<file path="config.mk">
export PLATFORM = sky130hd
export DESIGN_NAME = resource_arbiter
export DESIGN_NICKNAME = d
export VERILOG_FILES = /design/src/rtl/resource_arbiter.sv
export SDC_FILE = /design/constraint.sdc
export NUM_CORES = 1
export LEC_CHECK = 0
export BUFFER_PORTS_ARGS = -buffer_cell sky130_fd_sc_hd__buf_4
export CAP_MARGIN = 0
export CORE_MARGIN = 2
export CORE_UTILIZATION = 45
export DETAILED_ROUTE_END_ITERATION = 10
export MAX_ROUTING_LAYER = met4
export PLACE_DENSITY = 0.85
export SLEW_MARGIN = 20
export SYNTH_ARGS = -nofsm -noshare
export SYNTH_HDL_FRONTEND = slang
export SYNTH_SLANG_ARGS = --single-unit
export TNS_END_PERCENT = 50
</file>
<file path="constraint.sdc">
create_clock -name clk -period 4.7 [get_ports clk]
set_input_delay 0.705 -clock clk [delete_from_list [all_inputs] [get_ports clk]]
set_output_delay 0.705 -clock clk [all_outputs]
set_load 0.05 [all_outputs]
</file>
<file path="src/rtl/resource_arbiter.sv">
// Round-robin arbiter for two requesters sharing a one-cycle doubling resource.
// Tagged results are steered back into per-requester response registers.
module resource_arbiter #(
  parameter int unsigned DATA_W = 32
) (
  input  logic              clk,
  input  logic              reset,
  input  logic [1:0]        req_valid,
  input  logic [DATA_W-1:0] req_data0,
  input  logic [DATA_W-1:0] req_data1,
  output logic [1:0]        req_ready,
  output logic [1:0]        stall,
  output logic [1:0]        rsp_valid,
  output logic [DATA_W-1:0] rsp_data0,
  output logic [DATA_W-1:0] rsp_data1,
  input  logic [1:0]        rsp_ready,
  output logic [1:0]        res_in_valid,
  output logic [DATA_W-1:0] res_in_data,
  input  logic [1:0]        res_out_valid,
  input  logic [DATA_W-1:0] res_out_data,
  output logic              err
);

  logic [1:0] inflight;
  logic       last;
  logic [1:0] eligible;
  logic [1:0] grant;
  logic [1:0] ret;
  logic       proto_err;

  // A draining response slot counts as free, so a requester can re-issue while its result is consumed.
  always_comb begin
    eligible = req_valid & ~inflight & (~rsp_valid | rsp_ready);
    grant    = 2'b00;
    if (!reset) begin
      case (eligible)
        2'b01:   grant = 2'b01;
        2'b10:   grant = 2'b10;
        2'b11:   grant = last ? 2'b01 : 2'b10;
        default: grant = 2'b00;
      endcase
    end
  end

  always_comb begin
    req_ready    = grant;
    stall        = req_valid & ~grant;
    res_in_valid = grant;
    res_in_data  = '0;
    if (grant[0]) begin
      res_in_data = req_data0;
    end else if (grant[1]) begin
      res_in_data = req_data1;
    end
  end

  // Results are only accepted for requesters with an operation outstanding.
  always_comb begin
    ret       = res_out_valid & inflight;
    proto_err = (|(res_out_valid & ~inflight)) || (res_out_valid == 2'b11);
  end

  always_ff @(posedge clk or posedge reset) begin
    if (reset) begin
      inflight  <= 2'b00;
      rsp_valid <= 2'b00;
      rsp_data0 <= '0;
      rsp_data1 <= '0;
      last      <= 1'b1;
      err       <= 1'b0;
    end else begin
      inflight  <= (inflight & ~ret) | grant;
      rsp_valid <= ret | (rsp_valid & ~rsp_ready);
      if (ret[0]) begin
        rsp_data0 <= res_out_data;
      end
      if (ret[1]) begin
        rsp_data1 <= res_out_data;
      end
      if (|grant) begin
        last <= grant[1];
      end
      if (proto_err) begin
        err <= 1'b1;
      end
    end
  end

endmodule

</file>
Word level (Yosys, flattened, before mapping) --
Index checks and enable logic that the tools add are counted.
Cells by class: eq/ne operators 4, muxes and demuxes 5, bitwise gates (word level) 15, reductions and logical operators 3
Operator list (number):
- $mux 32 | 2
- $and 2x2->2 | 7
- $not 2->2 | 5
- $eq 2x2->1 const B | 3
- $or 2x2->2 | 3
- $pmux 2 s3 | 1
- $mux 2 | 2
- $reduce_or 2->1 | 2
- $eq 2x1->1 const B | 1
- $logic_or 1x1->1 | 1
Word-level totals: flip-flop bits (word level) 70, input port bits 104, output and inout port bits 105, word-level logic and storage cells 33

Longest topological paths before layout --
Gate-level depths: netlist (run 1).
depth after elaboration 8, depth in mapped cells 5, mapped depth without buffers 4

Worst setup path after synthesis (run 1) --
No wires, ideal clock.
path type input-to-output, from in reset, to out stall[0], data arrival time 3.361 ns, required time 3.995 ns, path slack 0.634 ns, cell stages on the path 4, cells stage by stage clkbuf_1 > inv_1 > and2_1 > nor2b_1
On the way: cells in the longest elaborated chain, start to end 3
RTL lines:
- start: declaration | RTL line 7 | input logic reset,
- $mux 2 | RTL line 35 | if (!reset) begin
- via req_ready[0] | RTL line 11 | output logic [1:0] req_ready,
- $not 2->2 | RTL line 47 | stall = req_valid & ~grant;
- $and 2x2->2 | RTL line 47
- end: declaration | RTL line 12 | output logic [1:0] stall,
The timed path passes the listed nets, and every way through them passes these cells.

Worst setup path after layout (run 1) --
from in rsp_ready[0], to out stall[1]
On the way: cells in the longest elaborated chain, start to end 7, elaborated cells on any way between the ends 9
RTL lines:
- start: declaration | RTL line 16 | input logic [1:0] rsp_ready,
- $or 2x2->2 * | RTL line 33 | eligible = req_valid & ~inflight & (~rsp_valid | rsp_ready);
- $and 2x2->2 * | RTL line 33
- $eq 2x2->1 / $eq 2x1->1 (equally long branches) | RTL line 36 | case (eligible)
- $pmux 2 s3 * | RTL line 36
- $mux 2 * | RTL line 35
- $not 2->2 * | RTL line 47
- $and 2x2->2 * | RTL line 47
Every way passes the cells marked *; elsewhere a longest branch is shown, timed or not.

==> results of run 1 <==
-- worst paths after layout --
kind | from | to | slack (ns) | cells past startpoint
max | rsp_ready[0] | stall[1] | 1.58 | 7
min | err$_DFFE_PP0P_ | err$_DFFE_PP0P_ | 0.49 | 1
max reg2reg | inflight[1]$_DFF_PP0_ | inflight[1]$_DFF_PP0_ | 2.74 | 5
min reg2reg | err$_DFFE_PP0P_ | err$_DFFE_PP0P_ | 0.49 | 1
max in group asynchronous | reset | rsp_data0[28]$_DFFE_PP0P_ | 3.10 | 3
min in group asynchronous | reset | rsp_data0[8]$_DFFE_PP0P_ | 0.67 | 2
-- worst reg2reg max path, cell delays in order (launching register included) --
cell	delay, ns
dfrtp_1	0.40
nor2b_2	0.22
o311a_1	0.54
buf_4	0.37
and2_1	0.23
o21bai_1	0.13
-- layout make-up --
type,instances,area [um^2]
inverter,4,15.0
clock inverter,5,82.6
tap,96,120
clock buffer,10,138
fill,535,1810
timing repair buffer,213,1600
multi-input combinational,150,1320
sequential,70,1750
-- layer usage --
layer / share of wire [%] / GRT usage, % / vias up
met3: 9.1 / 7.65 / 17
met5: 0 / - / -
met1: 35 / 24.5 / 1324
met2: 54 / 43.7 / 139
li1: - / - / 1272
met4: 2.3 / 8.68 / 0
-- power by group through the flow --
stage | Sequential [mW] | Clock [mW] | Combinational, mW
2_1_floorplan | 1.98 | 0 | 0.574
3_3_place_gp | 1.02 | 0 | 2.19
3_5_place_dp | 1.04 | 0 | 2.22
4_1_cts | 1.03 | 0.543 | 2.22
5_1_grt | 1.06 | 0.567 | 2.29
6_report | 1.03 | 0.528 | 2.21
-- sequential cells by signal, summed over array words and instances, names as in the netlist --
name       flops
inflight       2
err            1
rsp_valid      2
rsp_data0     32
rsp_data1     32
last           1
-- per-stage QoR --
stage | hold slack (ns) | total power, mW | instance area [um^2]
finish | 0.491 | 3.76 | 5020
global route | 0.525 | 3.92 | 5020
CTS | 0.500 | 3.79 | 5020
detailed placement | 0.482 | 3.26 | 4800
global placement | 0.464 | 3.21 | 4800
floorplan | 0.489 | 2.56 | 3200
-- cell families (layout without fill, tap and decap cells) --
kind of cell    after synthesis  count (layout)  synth area share [%]
flops                        70              70                  54.9
buf+inv                      22             232                  3.95
compound gates               40              40                  11.5
simple gates                 46              46                  7.13
mux                          64              64                  22.6
-- cell usage in the layout (no fill, tap or decap), types with 2 or more instances in the layout --
master     netlist  final
buf_4            3    213
dfrtp_1         69     69
mux2_2          64     64
nor2_1          23     23
a22oi_1         22     22
a22oi_2         10     10
nor2_2          10     10
clkbuf_8         0     10
nand2_1          3      3
inv_1            4      3
o21bai_1         3      3
nor2b_2          2      2
and2_1           2      2
nor2b_1          2      2
bufinv_16        0      2
==> impl_metrics.py, run 1 <==
metrics = {
    "clock_network": {
        "cts_buffers": 9,
        "postCtsSetupBuffers": 0,
        "cts_resized": 0,
        "clk_pin_slew_worst_paths_ns": 0.06,
        "cts_tree": "yes",
        "clk_latency_ns": 0.34,
        "cts_hold_buf": 0,
        "clock_path_buffers": 2,
        "numClockSinks": 70,
        "htreeDepth": 3,
        "clockRootBuffer": "clkbuf_8",
    },
    "floorplan": {
        "die_w_um": 88.3,
        "start_util_pct": 46.8,
        "die_h_um": 88.3,
        "fp.dieArea_um2": 7790,
        "core_area_um2": 6830,
        "rows": 30,
        "pin_count": 209,
    },
    "place": {
        "io_buffers": 208,
        "place_congestion": 0.770,
        "dp_slack_ns": 1.60,
        "place_hpwl_um": 7290,
        "dp_cells": 533,
    },
    "worst_setup_path": {
        "cp_num_buf_inv": 3,
        "cp-end-kind": "primary output",
        "slowest_stage": "o311a_1",
        "cp.required_ns": 3.99,
        "crit_type": "primary input to primary output",
        "cpLargestDelayFamily": "buffers and inverters",
        "path_cells": "buf_4, nor2b_2, o311a_1, buf_4, and2_1, nor2b_1, buf_4",
        "crit_top_cell": "buf_4",
        "start_kind": "primary input",
        "crit_arrival_ns": 2.42,
        "slowest_delay_ns": 0.54,
        "critPathMaxFanout": 21,
    },
    "global_routing": {
        "grt_pass1_wl_um": 13700,
        "grt_pass1_vias": 2785,
        "grt_max_degree": 41,
        "grt_overflow": 0,
        "antenna_found_initial": 0,
        "track_usage_pct": 24.2,
    },
    "synth": {
        "yosys-top-cells-count": "dfrtp_1, mux2_2, nor2_1",
        "netlist_instances": 242,
        "yosysWarnings": 0,
        "syn_area_per_cell_um2": 13.2,
        "yosys.area.top_type": "dfrtp_1",
        "synthesis.area_um2": 3200,
        "synth_edf_count": 0,
        "ys_dominant_reg_cell": "dfrtp_1",
        "yosys.area.top_type_share_pct": 54.0,
        "synth_seq_area_share_pct": 54.9,
        "syn_nets": 346,
        "synth_seq_cells": 70,
        "synthArstFlopShare_pct": 100,
        "yosysMostFrequentCell": "dfrtp_1",
        "synth_area_leaders": "dfrtp_1, mux2_2, a22oi_1",
        "yosysUniqueCellTypes": 26,
    },
    "timing": {
        "fin_crit_ns": 3.12,
        "fmax_mhz": 320,
        "period_share_pct": 66.4,
        "setup_viol": 0,
        "finClkSkew_ns": 0.0138,
        "final_hold_viol_count": 0,
        "maxSlewHeadroom_pct": 54.4,
        "drv_slew": 0,
        "fin_ws_ns": 1.58,
        "rsz0062_at_grt": "false",
        "setup_tns_ns": 0,
        "tightest_slew_ns": 0.683,
    },
    "flow_run": {
        "maxCapViolCount": 0,
    },
    "drt": {
        "vias": 2752,
        "ant_nets": 0,
        "drcViolationCount": 0,
        "drt-pass1-iter-count": 4,
        "wl_per_cell_um": 16.9,
        "finalWirelength_um": 9280,
        "drt-initial-drc-count": 103,
        "vias_per_cell": 5.02,
    },
    "cells_and_area": {
        "areaGrowthSynthToFinish_pct": 57.2,
        "post-route-util_pct": 73.5,
        "stdcell_count": 548,
        "antenna_cells": 0,
        "drive_gt1_share_pct": 70.4,
        "nNetsFinal": 552,
    },
    "power": {
        "p_int_mw": 1.91,
        "p_leak_nw": 2.45,
        "seq_power_share_pct": 27.3,
        "combinationalPowerShare_pct": 58.7,
        "switching_share_pct": 49.1,
        "power_frac_clock_pct": 14.0,
        "ir_drop_mv": 0.563,
        "powerDensity_nw_per_um2": 749,
        "power.switching_mw": 1.85,
    },
    "outcome": {
        "status": "finished clean",
    },
    "hold_path": {
        "min_path_type": "flip-flop to flip-flop",
    },
}
(Power assumes the default switching activity.)
==> run 2, diff against run 1 <==
- CORE_UTILIZATION: 45 -> 38
- PLACE_DENSITY: 0.85 -> 0.76
- clock period: 4.7 -> 2.6 ns (I/O delays scaled with it)
==> run 2 against run 1 <==
Against the previous run:
- critical path depth fell by 1
- via count rose by 0.84%
- clock power rose by 48%
- largest power group unchanged
- largest cell class unchanged
==> impl_metrics.py, run 2 (same netlist as run 1, synthesis figures left out) <==
metrics = {
    "outcome": {
        "status": "finished clean",
    },
    "floorplan": {
        "core_area_um2": 8180,
        "die_w_um": 95.7,
        "pin_count": 209,
        "fp.dieArea_um2": 9160,
        "die_h_um": 95.7,
        "start_util_pct": 39.1,
        "rows": 33,
    },
    "clock_network": {
        "clk_latency_ns": 0.34,
        "cts_resized": 0,
        "numClockSinks": 70,
        "cts_buffers": 9,
        "postCtsSetupBuffers": 0,
        "cts_hold_buf": 0,
        "htreeDepth": 3,
        "cts_tree": "yes",
        "clockRootBuffer": "clkbuf_8",
        "clk_pin_slew_worst_paths_ns": 0.07,
        "clock_path_buffers": 2,
    },
    "timing": {
        "fmax_mhz": 402,
        "fin_crit_ns": 2.49,
        "tightest_slew_ns": 0.467,
        "maxSlewHeadroom_pct": 68.9,
        "setup_tns_ns": 0,
        "rsz0062_at_grt": "false",
        "period_share_pct": 95.7,
        "drv_slew": 0,
        "setup_viol": 0,
        "finClkSkew_ns": 0.00879,
        "final_hold_viol_count": 0,
    },
    "power": {
        "power.switching_mw": 3.39,
        "p_int_mw": 3.26,
        "ir_drop_mv": 0.985,
        "power_mw": 6.65,
        "seq_power_share_pct": 27.9,
        "switching_share_pct": 51.0,
        "powerDensity_nw_per_um2": 1320,
        "power_frac_clock_pct": 11.7,
        "p_leak_nw": 2.45,
        "combinationalPowerShare_pct": 60.4,
    },
    "worst_setup_path": {
        "critPathMaxFanout": 32,
        "path_cells": "inv_1, o311a_1, buf_4, a22oi_1, nor2_1, buf_4",
        "r2r_end": "inflight[0]$_DFF_PP0_",
        "cp.required_ns": 2.21,
        "ff2ff_path_depth": 5,
        "r2r-start": "inflight[0]$_DFF_PP0_",
        "crit_start": "last$_DFFE_PP1P_",
        "slowest_stage": "dfstp_2",
        "cp-end-kind": "primary output",
        "r2r_setup_slack_ns": 1.06,
        "crit_type": "flip-flop to primary output",
        "start_kind": "flip-flop",
        "slowest_delay_ns": 0.52,
        "crit_arrival_ns": 2.10,
        "crit_top_cell": "buf_4",
    },
    "global_routing": {
        "grt_pass1_vias": 2676,
        "grt_pass1_wl_um": 12900,
        "gr-usage-met2_pct": 31.8,
        "grt_overflow": 0,
        "antenna_found_initial": 0,
        "grt.busiest_layer": "met2",
        "grt_max_degree": 38,
        "use_met3_pct": 6.97,
        "track_usage_pct": 19.2,
        "globalRouteMet1Util_pct": 21.7,
    },
    "drt": {
        "wl_per_cell_um": 16.5,
        "finalWirelength_um": 9220,
        "ant_nets": 0,
        "drcViolationCount": 0,
        "vias": 2775,
        "drt-pass1-iter-count": 5,
        "drt-initial-drc-count": 116,
        "vias_per_cell": 4.96,
    },
    "place": {
        "place_congestion": 0.755,
        "dp_cells": 544,
        "place_area_um2": 4870,
        "io_buffers": 208,
        "place_hpwl_um": 6950,
    },
    "flow_run": {
        "maxCapViolCount": 0,
    },
    "cells_and_area": {
        "layout_common_cells": "buf_4, dfrtp_1, mux2_2",
        "layout_commonest_cell": "buf_4",
        "areaGrowthSynthToFinish_pct": 57.6,
        "antenna_cells": 0,
        "stdcell_count": 560,
        "final_cell_area_um2": 5040,
        "post-route-util_pct": 61.6,
        "drive_gt1_share_pct": 71.4,
        "nNetsFinal": 554,
        "largestRegisters": "rsp_data0 x32, rsp_data1 x32",
    },
    "hold_path": {
        "whs_path_depth": 2,
        "min_path_type": "primary input to flip-flop",
        "min_from": "res_out_valid[1]",
        "worstHoldEndpoint": "inflight[1]$_DFF_PP0_",
    },
}
==> run 2: changes by cell type in the layout (fill, tap and decap cells not counted), moves of 2 or more <==
cell / before / now
nor2b_4: 0 / 2
clkinv_2: 1 / 3
clkinvlp_4: 0 / 3
bufinv_16: 2 / 0
nor2b_1: 2 / 0
and2_4: 0 / 2
and2_1: 2 / 0
==> run 2: worst max-delay path by stage <==
stage,to,slack [ns],depth (start not counted)
finish,res_in_data[29],0.11,6
global placement,res_in_data[21],0.45,7
floorplan,stall[0],-0.18,4
detailed placement,res_in_data[19],0.39,7
CTS,res_in_data[29],0.11,6
global route,res_in_data[29],0.003,6
==> run 2: final cells by class <==
class / count / area, um^2
multi-input cells: 150 / 1340
clock buffers: 9 / 124
well taps: 105 / 131
flip-flops and latches: 70 / 1750
fillers: 666 / 3140
repair buffers: 215 / 1630
clock inverters: 7 / 47.5
inverters: 4 / 18.8
==> run 2: power groups by stage <==
| stage | Sequential [mW] | Clock [mW] | Combinational (mW) |
|---|---|---|---|
| 2_1_floorplan | 3.59 | 0 | 1.05 |
| 3_3_place_gp | 1.84 | 0 | 3.98 |
| 3_5_place_dp | 1.87 | 0 | 4.03 |
| 4_1_cts | 1.86 | 0.802 | 4.04 |
| 5_1_grt | 1.92 | 0.856 | 4.15 |
| 6_report | 1.86 | 0.779 | 4.01 |
==> run 2: through the flow <==
stage	setup slack [ns]	hold WS, ns
floorplan	-0.177	0.475
global placement	0.452	0.488
detailed placement	0.389	0.494
CTS	0.111	0.250
global route	0.00253	0.250
finish	0.111	0.266
==> run 2: critical path, delay by kind of cell, from the launching register on <==
| kind | cells | cell delay, ns |
|---|---|---|
| compound gates | 2 | 0.62 |
| buf+inv | 3 | 0.55 |
| flops | 1 | 0.52 |
| simple gates | 1 | 0.06 |
==> run 2: metal layers <==
layer  routed length (um)  vias up  part of all wire, %
li1                     -     1279                    -
met1                 3530     1339                   38
met2                 4600      149                   50
met3                  987        8                   11
met4                  102        0                  1.1
met5                    0        -                    0
==> run 3, diff against run 2 <==
- RECOVER_POWER: default -> 25
- SLEW_MARGIN: 20 -> 10
==> run 3 against run 2 <==
Against the previous run:
- the run now ends with max-capacitance violations, max-slew violations left
- final cell count did not move
- non-clock buffer count unchanged
- clock power is 0.5% lower
- register-to-register slack hardly changed
- first-iteration DRC count is 4.3% higher
- total power down 0.12%
- setup slack better by 0.0048 ns
- critical path type unchanged
- global-route usage stayed put
- die area unchanged
- design area is 0.17% lower
- sequential share of layout area up 0.061 points
==> impl_metrics.py, run 3 (same netlist as run 1, synthesis figures left out) <==
metrics = {
    "outcome": {
        "status": "finished, violations left",
        "failed_checks": "max-capacitance violations, max-slew violations",
    },
    "hold_path": {
        "min_path_type": "primary input to flip-flop",
    },
    "place": {
        "place_congestion": 0.755,
        "place_hpwl_um": 6950,
        "dp_cells": 544,
        "io_buffers": 208,
        "place_area_um2": 4870,
        "dp_slack_ns": 0.389,
    },
    "cells_and_area": {
        "layout_commonest_cell": "buf_4",
        "final_cell_area_um2": 5030,
        "layout_common_cells": "buf_4, dfrtp_1, mux2_2",
        "fillCellCount": 668,
        "stdcell_count": 560,
        "largestRegisters": "rsp_data0 x32, rsp_data1 x32",
        "multi_input_area_um2": 1340,
        "drive_gt1_share_pct": 71.2,
        "nNetsFinal": 554,
        "seq_area_um2": 1750,
        "antenna_cells": 0,
        "post-route-util_pct": 61.5,
        "areaGrowthSynthToFinish_pct": 57.4,
    },
    "worst_setup_path": {
        "crit_type": "flip-flop to primary output",
        "r2r_setup_slack_ns": 1.06,
        "crit_start": "last$_DFFE_PP1P_",
        "r2r-start": "inflight[0]$_DFF_PP0_",
        "critPathMaxFanout": 32,
        "cp.required_ns": 2.21,
        "start_kind": "flip-flop",
        "r2r_end": "inflight[0]$_DFF_PP0_",
        "crit_arrival_ns": 2.09,
        "cp-end-kind": "primary output",
        "ff2ff_path_depth": 5,
        "critical_path.endpoint": "res_in_data[29]",
    },
    "clock_network": {
        "htreeDepth": 3,
        "clockRootBuffer": "clkbuf_8",
        "cts_hold_buf": 0,
        "clk_pin_slew_worst_paths_ns": 0.07,
        "cts_tree": "yes",
        "numClockSinks": 70,
        "clk_latency_ns": 0.34,
        "cts_resized": 0,
        "clock_path_buffers": 2,
        "cts_buffers": 9,
        "postCtsSetupBuffers": 0,
    },
    "timing": {
        "final_hold_viol_count": 0,
        "setup_tns_ns": 0,
        "rsz0062_at_grt": "false",
        "finClkSkew_ns": 0.00896,
        "whs_ns": 0.268,
        "fin_ws_ns": 0.116,
        "maxSlewHeadroom_pct": -20.2,
        "drv_slew": 34,
        "period_share_pct": 95.6,
        "fin_crit_ns": 2.48,
        "fmax_mhz": 403,
        "tightest_slew_ns": 1.80,
        "setup_viol": 0,
    },
    "floorplan": {
        "die_w_um": 95.7,
        "rows": 33,
        "pin_count": 209,
        "start_util_pct": 39.1,
        "core_area_um2": 8180,
        "die_h_um": 95.7,
        "fp.dieArea_um2": 9160,
    },
    "global_routing": {
        "grt_overflow": 0,
        "track_usage_pct": 19.2,
        "grt_pass1_vias": 2676,
        "grt.busiest_layer": "met2",
        "grt_max_degree": 38,
        "antenna_found_initial": 0,
        "gr-usage-met2_pct": 31.8,
        "use_met3_pct": 6.97,
        "globalRouteMet1Util_pct": 21.7,
        "grt_pass1_wl_um": 12900,
    },
    "power": {
        "p_leak_nw": 2.45,
        "power_mw": 6.64,
        "ir_drop_mv": 0.983,
        "powerDensity_nw_per_um2": 1320,
    },
    "drt": {
        "drt-initial-drc-count": 121,
        "vias": 2764,
        "ant_nets": 0,
        "finalWirelength_um": 9180,
        "drcViolationCount": 0,
        "drt-pass1-iter-count": 4,
        "vias_per_cell": 4.94,
        "wl_per_cell_um": 16.4,
    },
    "flow_run": {
        "maxCapViolCount": 1,
    },
}
## run 3: cell count changes in the layout (fill, tap and decap cells not counted), sizes merged
cell,before,now
buf,215,213
clkbuf,9,11
## run 3: final cells by class
type,instances,share of cell area [%]
clock inverter,7,0.946
tap,105,2.61
clock buffer,9,2.46
inverter,4,0.323
multi-input combinational,150,26.6
timing repair buffer,215,32.2
sequential,70,34.9
## run 3: per-layer routing
metal	share of wire, %	vias up
li1	-	1280
met2	50	145
met5	0	-
met3	11	10
met1	38	1329
met4	1.2	0
## run 3: worst max-delay path, cell delays in order (launching register included)
cell	delay (ns)
dfstp_2	0.52
inv_1	0.08
o311a_1	0.40
buf_4	0.27
a22oi_1	0.21
nor2_1	0.06
buf_4	0.20
## run 3: worst min path at each step
stage | from | to | slack, ns | depth (start not counted)
floorplan | res_out_valid[1] | inflight[1]$_DFF_PP0_ | 0.48 | 1
global placement | rsp_data0[15]$_DFFE_PP0P_ | rsp_data0[15]$_DFFE_PP0P_ | 0.49 | 1
detailed placement | rsp_data0[15]$_DFFE_PP0P_ | rsp_data0[15]$_DFFE_PP0P_ | 0.49 | 1
CTS | res_out_valid[1] | inflight[1]$_DFF_PP0_ | 0.25 | 2
global route | res_out_valid[1] | inflight[1]$_DFF_PP0_ | 0.25 | 2
finish | res_out_valid[1] | inflight[1]$_DFF_PP0_ | 0.27 | 2
## run 3: power by group
group / total (mW) / internal (mW) / switching, mW
registers: 1.86 / 1.59 / 0.261
clock network: 0.775 / 0.347 / 0.428
logic: 4.01 / 1.31 / 2.70
total: 6.64 / 3.26 / 3.38
